`src/rtl/alu_sched_pkg.sv`:
```
// Shared types and constants for the ALU request scheduler.
package alu_sched_pkg;

  // Scheduler FSM encoding.
  typedef enum logic [1:0] {
    IDLE  = 2'd0,
    ISSUE = 2'd1,
    WAIT  = 2'd2,
    RESP  = 2'd3
  } sched_state_t;

  // Operation codes understood by the shared calculator ALU.
  typedef enum logic [3:0] {
    OP_ADD = 4'h0,
    OP_SUB = 4'h1,
    OP_MUL = 4'h2,
    OP_DIV = 4'h3,
    OP_AND = 4'h4,
    OP_OR  = 4'h5,
    OP_XOR = 4'h6,
    OP_SHL = 4'h7,
    OP_SHR = 4'h8,
    OP_ROL = 4'h9,
    OP_ASR = 4'hA
  } alu_op_t;

  localparam logic [3:0] OP_MAX = 4'hA;

  // Codes above OP_MAX are rejected without ever reaching the ALU.
  function automatic logic op_is_legal(input logic [3:0] op);
    return (op <= OP_MAX);
  endfunction

endpackage

```
`src/rtl/alu_req_scheduler_rr_arbiter.sv`:
```
// Combinational round-robin arbiter: grants the first requester at or after
// ptr, searching circularly. Kept generic so other shared units can reuse it.
module rr_arbiter #(
  parameter int N = 4
) (
  input  logic [N-1:0]         req,
  input  logic [$clog2(N)-1:0] ptr,
  output logic [N-1:0]         grant
);

  logic [N-1:0] rot_req;
  logic [N-1:0] rot_gnt;

  // Rotate so ptr lands on bit 0, keep the lowest set bit, rotate back.
  always_comb begin
    rot_req = N'({req, req} >> ptr);
    rot_gnt = rot_req & (~rot_req + {{(N-1){1'b0}}, 1'b1});
    grant   = N'(({rot_gnt, rot_gnt} << ptr) >> N);
  end

endmodule

```
`src/rtl/alu_req_scheduler.sv`:
```
// Shares one calculator ALU among N_REQ requesters: round-robin accept,
// single op in flight, done-or-timeout wait, one-hot response to the owner.
//
//  state | meaning
//  ------+----------------------------------------------------------------
//  IDLE  | pick a winner, pulse its req_ready, latch owner/op/operands
//  ISSUE | legal op: pulse alu_start and arm timer; illegal: error response
//  WAIT  | wait for alu_done; abort with error when the timer expires
//  RESP  | pulse resp_valid to owner, advance round-robin pointer
module alu_req_scheduler
  import alu_sched_pkg::*;
#(
  parameter int N_REQ   = 4,
  parameter int TIMEOUT = 16
) (
  input  logic                  clk,
  input  logic                  reset,
  input  logic [N_REQ-1:0]      req_valid,
  output logic [N_REQ-1:0]      req_ready,
  input  logic [4*N_REQ-1:0]    req_op,
  input  logic [16*N_REQ-1:0]   req_a,
  input  logic [16*N_REQ-1:0]   req_b,
  output logic [N_REQ-1:0]      resp_valid,
  output logic [31:0]           resp_result,
  output logic                  resp_err,
  output logic                  alu_start,
  output logic [3:0]            alu_op,
  output logic [15:0]           alu_a,
  output logic [15:0]           alu_b,
  input  logic                  alu_done,
  input  logic [31:0]           alu_result
);

  localparam int PW = $clog2(N_REQ);
  localparam int TW = $clog2(TIMEOUT);
  // The timer counts down over the WAIT cycles; loading TIMEOUT-2 gives
  // TIMEOUT-1 WAIT cycles, so the error response lands TIMEOUT cycles
  // after alu_start.
  localparam logic [TW-1:0] TMR_LOAD = TW'(TIMEOUT - 2);

  sched_state_t   state_q, state_d;
  logic [PW-1:0]  rr_ptr_q, rr_ptr_d;
  logic [PW-1:0]  owner_q, owner_d;
  logic [3:0]     op_q, op_d;
  logic [15:0]    a_q, a_d;
  logic [15:0]    b_q, b_d;
  logic [TW-1:0]  timer_q, timer_d;
  logic [31:0]    res_q, res_d;
  logic           err_q, err_d;

  logic [N_REQ-1:0] grant;
  logic [PW-1:0]    grant_idx;

  rr_arbiter #(.N(N_REQ)) u_arb (
    .req   (req_valid),
    .ptr   (rr_ptr_q),
    .grant (grant)
  );

  // Encode the one-hot grant into a requester index.
  always_comb begin
    grant_idx = '0;
    for (int i = 0; i < N_REQ; i++) begin
      if (grant[i]) grant_idx = PW'(i);
    end
  end

  // Next-state and next-register values; everything holds by default.
  always_comb begin
    state_d  = state_q;
    rr_ptr_d = rr_ptr_q;
    owner_d  = owner_q;
    op_d     = op_q;
    a_d      = a_q;
    b_d      = b_q;
    timer_d  = timer_q;
    res_d    = res_q;
    err_d    = err_q;
    unique case (state_q)
      IDLE: begin
        if (|req_valid) begin
          owner_d = grant_idx;
          op_d    = req_op[{grant_idx, 2'b00} +: 4];
          a_d     = req_a[{grant_idx, 4'b0000} +: 16];
          b_d     = req_b[{grant_idx, 4'b0000} +: 16];
          state_d = ISSUE;
        end
      end
      ISSUE: begin
        if (op_is_legal(op_q)) begin
          timer_d = TMR_LOAD;
          state_d = WAIT;
        end else begin
          res_d   = '0;
          err_d   = 1'b1;
          state_d = RESP;
        end
      end
      WAIT: begin
        // A done arriving on the last allowed cycle still counts.
        if (alu_done) begin
          res_d   = alu_result;
          err_d   = 1'b0;
          state_d = RESP;
        end else if (timer_q == '0) begin
          res_d   = '0;
          err_d   = 1'b1;
          state_d = RESP;
        end else begin
          timer_d = timer_q - TW'(1);
        end
      end
      RESP: begin
        rr_ptr_d = (owner_q == PW'(N_REQ - 1)) ? '0 : owner_q + PW'(1);
        state_d  = IDLE;
      end
    endcase
  end

  // FSM state register.
  always_ff @(posedge clk or posedge reset) begin
    if (reset) state_q <= IDLE;
    else       state_q <= state_d;
  end

  // Pointer, owner, operand, timer and response registers.
  always_ff @(posedge clk or posedge reset) begin
    if (reset) begin
      rr_ptr_q <= '0;
      owner_q  <= '0;
      op_q     <= '0;
      a_q      <= '0;
      b_q      <= '0;
      timer_q  <= '0;
      res_q    <= '0;
      err_q    <= 1'b0;
    end else begin
      rr_ptr_q <= rr_ptr_d;
      owner_q  <= owner_d;
      op_q     <= op_d;
      a_q      <= a_d;
      b_q      <= b_d;
      timer_q  <= timer_d;
      res_q    <= res_d;
      err_q    <= err_d;
    end
  end

  // Handshake pulses decoded from state; ready is masked during reset so
  // every output reads zero while reset is held.
  always_comb begin
    req_ready  = '0;
    resp_valid = '0;
    if (state_q == IDLE && !reset) req_ready = grant;
    if (state_q == RESP) resp_valid[owner_q] = 1'b1;
    alu_start = (state_q == ISSUE) && op_is_legal(op_q);
  end

  assign alu_op      = op_q;
  assign alu_a       = a_q;
  assign alu_b       = b_q;
  assign resp_result = res_q;
  assign resp_err    = err_q;

endmodule
```
`config.mk`:
```
export PLATFORM = sky130hd
export DESIGN_NAME = alu_req_scheduler
export DESIGN_NICKNAME = d
export VERILOG_FILES = /design/src/rtl/alu_sched_pkg.sv /design/src/rtl/alu_req_scheduler_rr_arbiter.sv /design/src/rtl/alu_req_scheduler.sv
export SDC_FILE = /design/constraint.sdc
export NUM_CORES = 1
export LEC_CHECK = 0
export CORE_MARGIN = 4
export CORE_UTILIZATION = 38
export DETAILED_ROUTE_END_ITERATION = 8
export PLACE_DENSITY_LB_ADDON = 0.25
export SLEW_MARGIN = 10
export SYNTH_ARGS = -nofsm -noshare
export SYNTH_HDL_FRONTEND = slang
export SYNTH_HIERARCHICAL = 1
export SYNTH_SLANG_ARGS = --single-unit
```
`constraint.sdc`:
```
create_clock -name clk -period 3.7 [get_ports clk]
set_clock_uncertainty 0.1 [all_clocks]
set_input_delay 0.74 -clock clk [delete_from_list [all_inputs] [get_ports clk]]
set_output_delay 0.74 -clock clk [all_outputs]
set_load 0.03 [all_outputs]
```
==> results <==
- The flow ran to the end, and the final reports show no timing, DRC or antenna violations.
- The mean number of vias per cell is 5.38.
- The repair_antennas step left the layout with diodes totalling 0.
- By area, the combinational part of the netlist is dominated by compound AO/OA/AOI/OAI gates.
- The number of enable-type register cells in the synthesized netlist is 0.
- The number of top-level pins is 261.
- The finished cells cover ~7300 sq um.
- The number of global-route vias before repair is 4495.
- STA classifies the critical path startpoint as an input port.
- The aggregate negative setup slack is 0 ns.
- After floorplanning, the core was sized to cover 11000 sq um.
- The adder and majority cell fraction of the synthesized area is 2.87%.
- The data arrival time of the critical path is ~2.6 ns.
- The fraction of the yosys area taken by sequential cells is about 45%.
- The horizontal extent of the die is ~120 um.
- The proportion of netlist area held by the largest area contributor is 45.4%.
- After detailed placement, the design holds a cell count of 780.
- The non-filler instance count after layout is 796.
- The share of total power dissipated in combinational logic is 56.8%.
- The measured slew at the worst slew-check pin is approximately 0.99 ns.
- The H-tree generated during clock tree synthesis spans 3 levels.
- The clock network fraction of total power is 16.2%.
- The global routing usage summed across all routing layers is 22.0%.
- After Yosys synthesis, XOR and XNOR cells account for 0% of the synthesized area.
- The tool flagged a number of max-cap violations equal to 0.
- The maximum clock insertion buffer count is 2.
- The number of hold violations in the final report is 0.
- The worst vdd rail ir drop is roughly 0.42 mV.
- The cell taking the most area after synthesis is sky130_fd_sc_hd__dfrtp_1.
- The clock period minus final worst setup slack is around 3.4 ns.
- For this run, the post-layout net count is 844.
- The CTS buffer count is 9.
- The synthesis warning total is 6.
- Of all nets on the critical path, the largest fanout is 6.
- Once the clock tree was built, the setup fixing pass inserted 0 buffers.
- The achievable frequency is 0.295 GHz.
- The master cell of the clock root buffer is sky130_fd_sc_hd__clkbuf_16.
- Once the clock tree was built, the resizer swapped 0 gates to a different size.
- From synthesis to final layout, the design area changed by 67.5%.
- The minimum setup slack in the final design is 0.311 ns.
- Setup repair after global routing left no endpoint under its margin.
- STA classifies the critical path endpoint as an output port.
- The share of total power dissipated in sequential elements is 27.0%.
- Summing internal, switching and leakage power gives 0.00554 W.
- The remaining max-slew budget at the tightest pin is 34.0%.
- The fraction of registers with async set/reset is 100%.
- In the post-synthesis netlist, the cell with the most instances is sky130_fd_sc_hd__dfrtp_1.
- The initial utilization of the core area, before any placement, comes to 39.5%.
- Routability-driven placement finished with a final weighted congestion of 0.858.
- For this design the total switching power over the nets is 0.00236 W.
- Prior to clock tree synthesis, the placed netlist has a worst setup slack of 0.312 ns.
- The number of clock sinks seen by CTS is 79.
- In the synthesized netlist the dominant register cell turns out to be sky130_fd_sc_hd__dfrtp_1.
- The total DRC errors in the routed layout is 0.
- The synthesis-stage register bit count is 79.
- The static leakage is 3.08 nW.
- The detailed router finished its first iteration with 292 violations.
- The iteration count of the initial detailed-routing pass is 5.
- The detail route stage leaves a number of antenna-violating nets equal to 0.
- After layout, the worst path uses 91.6% of the clock period.
- The path class of the tightest hold or removal check is reg -> reg.
- The number of library cell types mapped by synthesis is 51.
- In this run the cell area measured after placement is approximately 7000 sq um.
- Net switching is 42.6% of the power.
- The average footprint of a synthesized cell is 10.9 sq um.
- The final-report setup violation count is 0.
- The count of port buffers added during placement is 260.
- The total die area is 13200 sq um.
- The category of the most critical setup path is in -> out.
- In the final routed layout, each cell accounts on average for 18.7 um.
- By count the netlist is led by sky130_fd_sc_hd__dfrtp_1, sky130_fd_sc_hd__nand2_1, sky130_fd_sc_hd__mux2_2.
- The total power density per cell area is about 760 nW/um^2.
- The post-synthesis cell count is around 400.
- The max-slew violation total from the final report is 0.
- The post-detailed-placement half-perimeter wirelength is ~11000 um.
- Ranked by total cell area, the synthesized netlist is headed by sky130_fd_sc_hd__dfrtp_1, sky130_fd_sc_hd__mux2_2, sky130_fd_sc_hd__a22o_1.
- The via count of the routed design is 4282.
- The clock reaches the later pin of the worst-skew pair after 0.32 ns.
- The wire length of the first global-routing pass is roughly 23000 um.
- For this design, the CTS-stage hold fixing added 0 buffers.
- The synthesized netlist devotes about a quarter of its cell area to compound gates.
- At the worst endpoint, the required time is about 2.9 ns.
- Of the cells placed in the final design, the portion with a size suffix greater than 1 is 12.7%.
- Row generation in the floorplan step produced 38 rows.
- Entering global routing, the biggest net connects 80 pins.
- The number of antenna violations at the first check in global routing is 0.
- The synthesized netlist devotes 11.1% of its cell area to simple gates.
- The die is 115 um tall.
- The clock tree from TritonCTS is done.
- The final wirelength is 14900 um.
- Multiplexer cells account for about 10% of the synthesized area.
- The post-synth net total is 594.
- The internal portion of the total power is 0.00318 W.
- The post-CTS clock slew at the launch and capture registers of the worst setup and hold paths is 0.06 ns.
- Global routing finished with a remaining overflow of 0.
- The post-synth design cell area is 4350 sq um.
sequential cells by signal, indices dropped and copies added, names as in the netlist:
signal	count
resp_result	32
alu_a	16
alu_b	16
alu_op	4
timer_q	4
owner_q	2
rr_ptr_q	2
state_q	2
resp_err	1
critical path: stages:
cell and delay (ns):
sky130_fd_sc_hd__clkdlybuf4s50_1 0.50, sky130_fd_sc_hd__a21o_2 0.25, sky130_fd_sc_hd__a21oi_1 0.14, sky130_fd_sc_hd__o21a_1 0.11, sky130_fd_sc_hd__and3_1 0.14, sky130_fd_sc_hd__clkdlybuf4s50_1 0.66
final timing paths:
path / endpoint / startpoint / cells past startpoint / slack (ns)
hold reg to reg: alu_b[5]$_DFFE_PP0P_ / alu_b[5]$_DFFE_PP0P_ / 2 / 0.38
setup reg to reg: alu_b[15]$_DFFE_PP0P_ / rr_ptr_q[1]$_DFFE_PP0P_ / 6 / 1.32
max in group asynchronous: alu_b[3]$_DFFE_PP0P_ / reset / 3 / 1.78
hold / removal: alu_b[5]$_DFFE_PP0P_ / alu_b[5]$_DFFE_PP0P_ / 2 / 0.38
setup / recovery: req_ready[0] / req_valid[1] / 6 / 0.31
min in group asynchronous: alu_op[0]$_DFFE_PP0P_ / reset / 3 / 1.11
cell usage in the layout (no fill, tap or decap), drive strengths merged, types with 3 or more instances in the layout:
master,n
a22o,32
nand2,47
clkinvlp,4
a221oi,17
and3,20
mux2,36
buf,13
clkbuf,10
nor2,6
and2,5
ha,10
nor3,4
o21ai,40
clkdlybuf4s50,257
inv,12
a21oi,9
a21o,3
dfrtp,79
a222oi,16
mux2i,3
nor2b,3
power by group through the flow:
stage	clock [W]	sequential, W	combinational, W
after floorplan	0	0.00210	0.00144
after global placement	0	0.00149	0.00310
after detailed placement	0	0.00150	0.00316
after CTS	0.000921	0.00149	0.00318
after global routing	0.000963	0.00155	0.00340
final	0.000898	0.00149	0.00315
area by class of cell:
class | instances | area, sq um
Timing Repair Buffer | 270 | 2680
Inverter | 13 | 52.6
Clock inverter | 6 | 70.1
Sequential cell | 79 | 1980
Clock buffer | 10 | 239
Fill cell | 898 | 3740
Tap cell | 140 | 175
Multi-Input combinational cell | 278 | 2100
routing by layer:
metal  share of wire [%]  global-route usage [%]
met4                 1.7                    7.04
met3                 9.1                    7.00
met1                  37                    24.7
met2                  52                    39.6
met5                   0                       0
metrics by stage:
step | util (%) | hold WS (ns)
floorplan | - | 0.401
global placement | 63.3 | 0.363
detailed placement | 63.3 | 0.369
CTS | 66.1 | 0.384
global route | 66.1 | 0.400
finish | 66.1 | 0.377
kinds of logic after synthesis:
group	count (synthesis)
AND/OR/NAND/NOR	94
AO/OA/AOI/OAI	135
buffers and inverters	44
adder cells (fa/ha/maj)	10
flip-flops	79
multiplexers	39
Power figures use the tool's default switching activity.
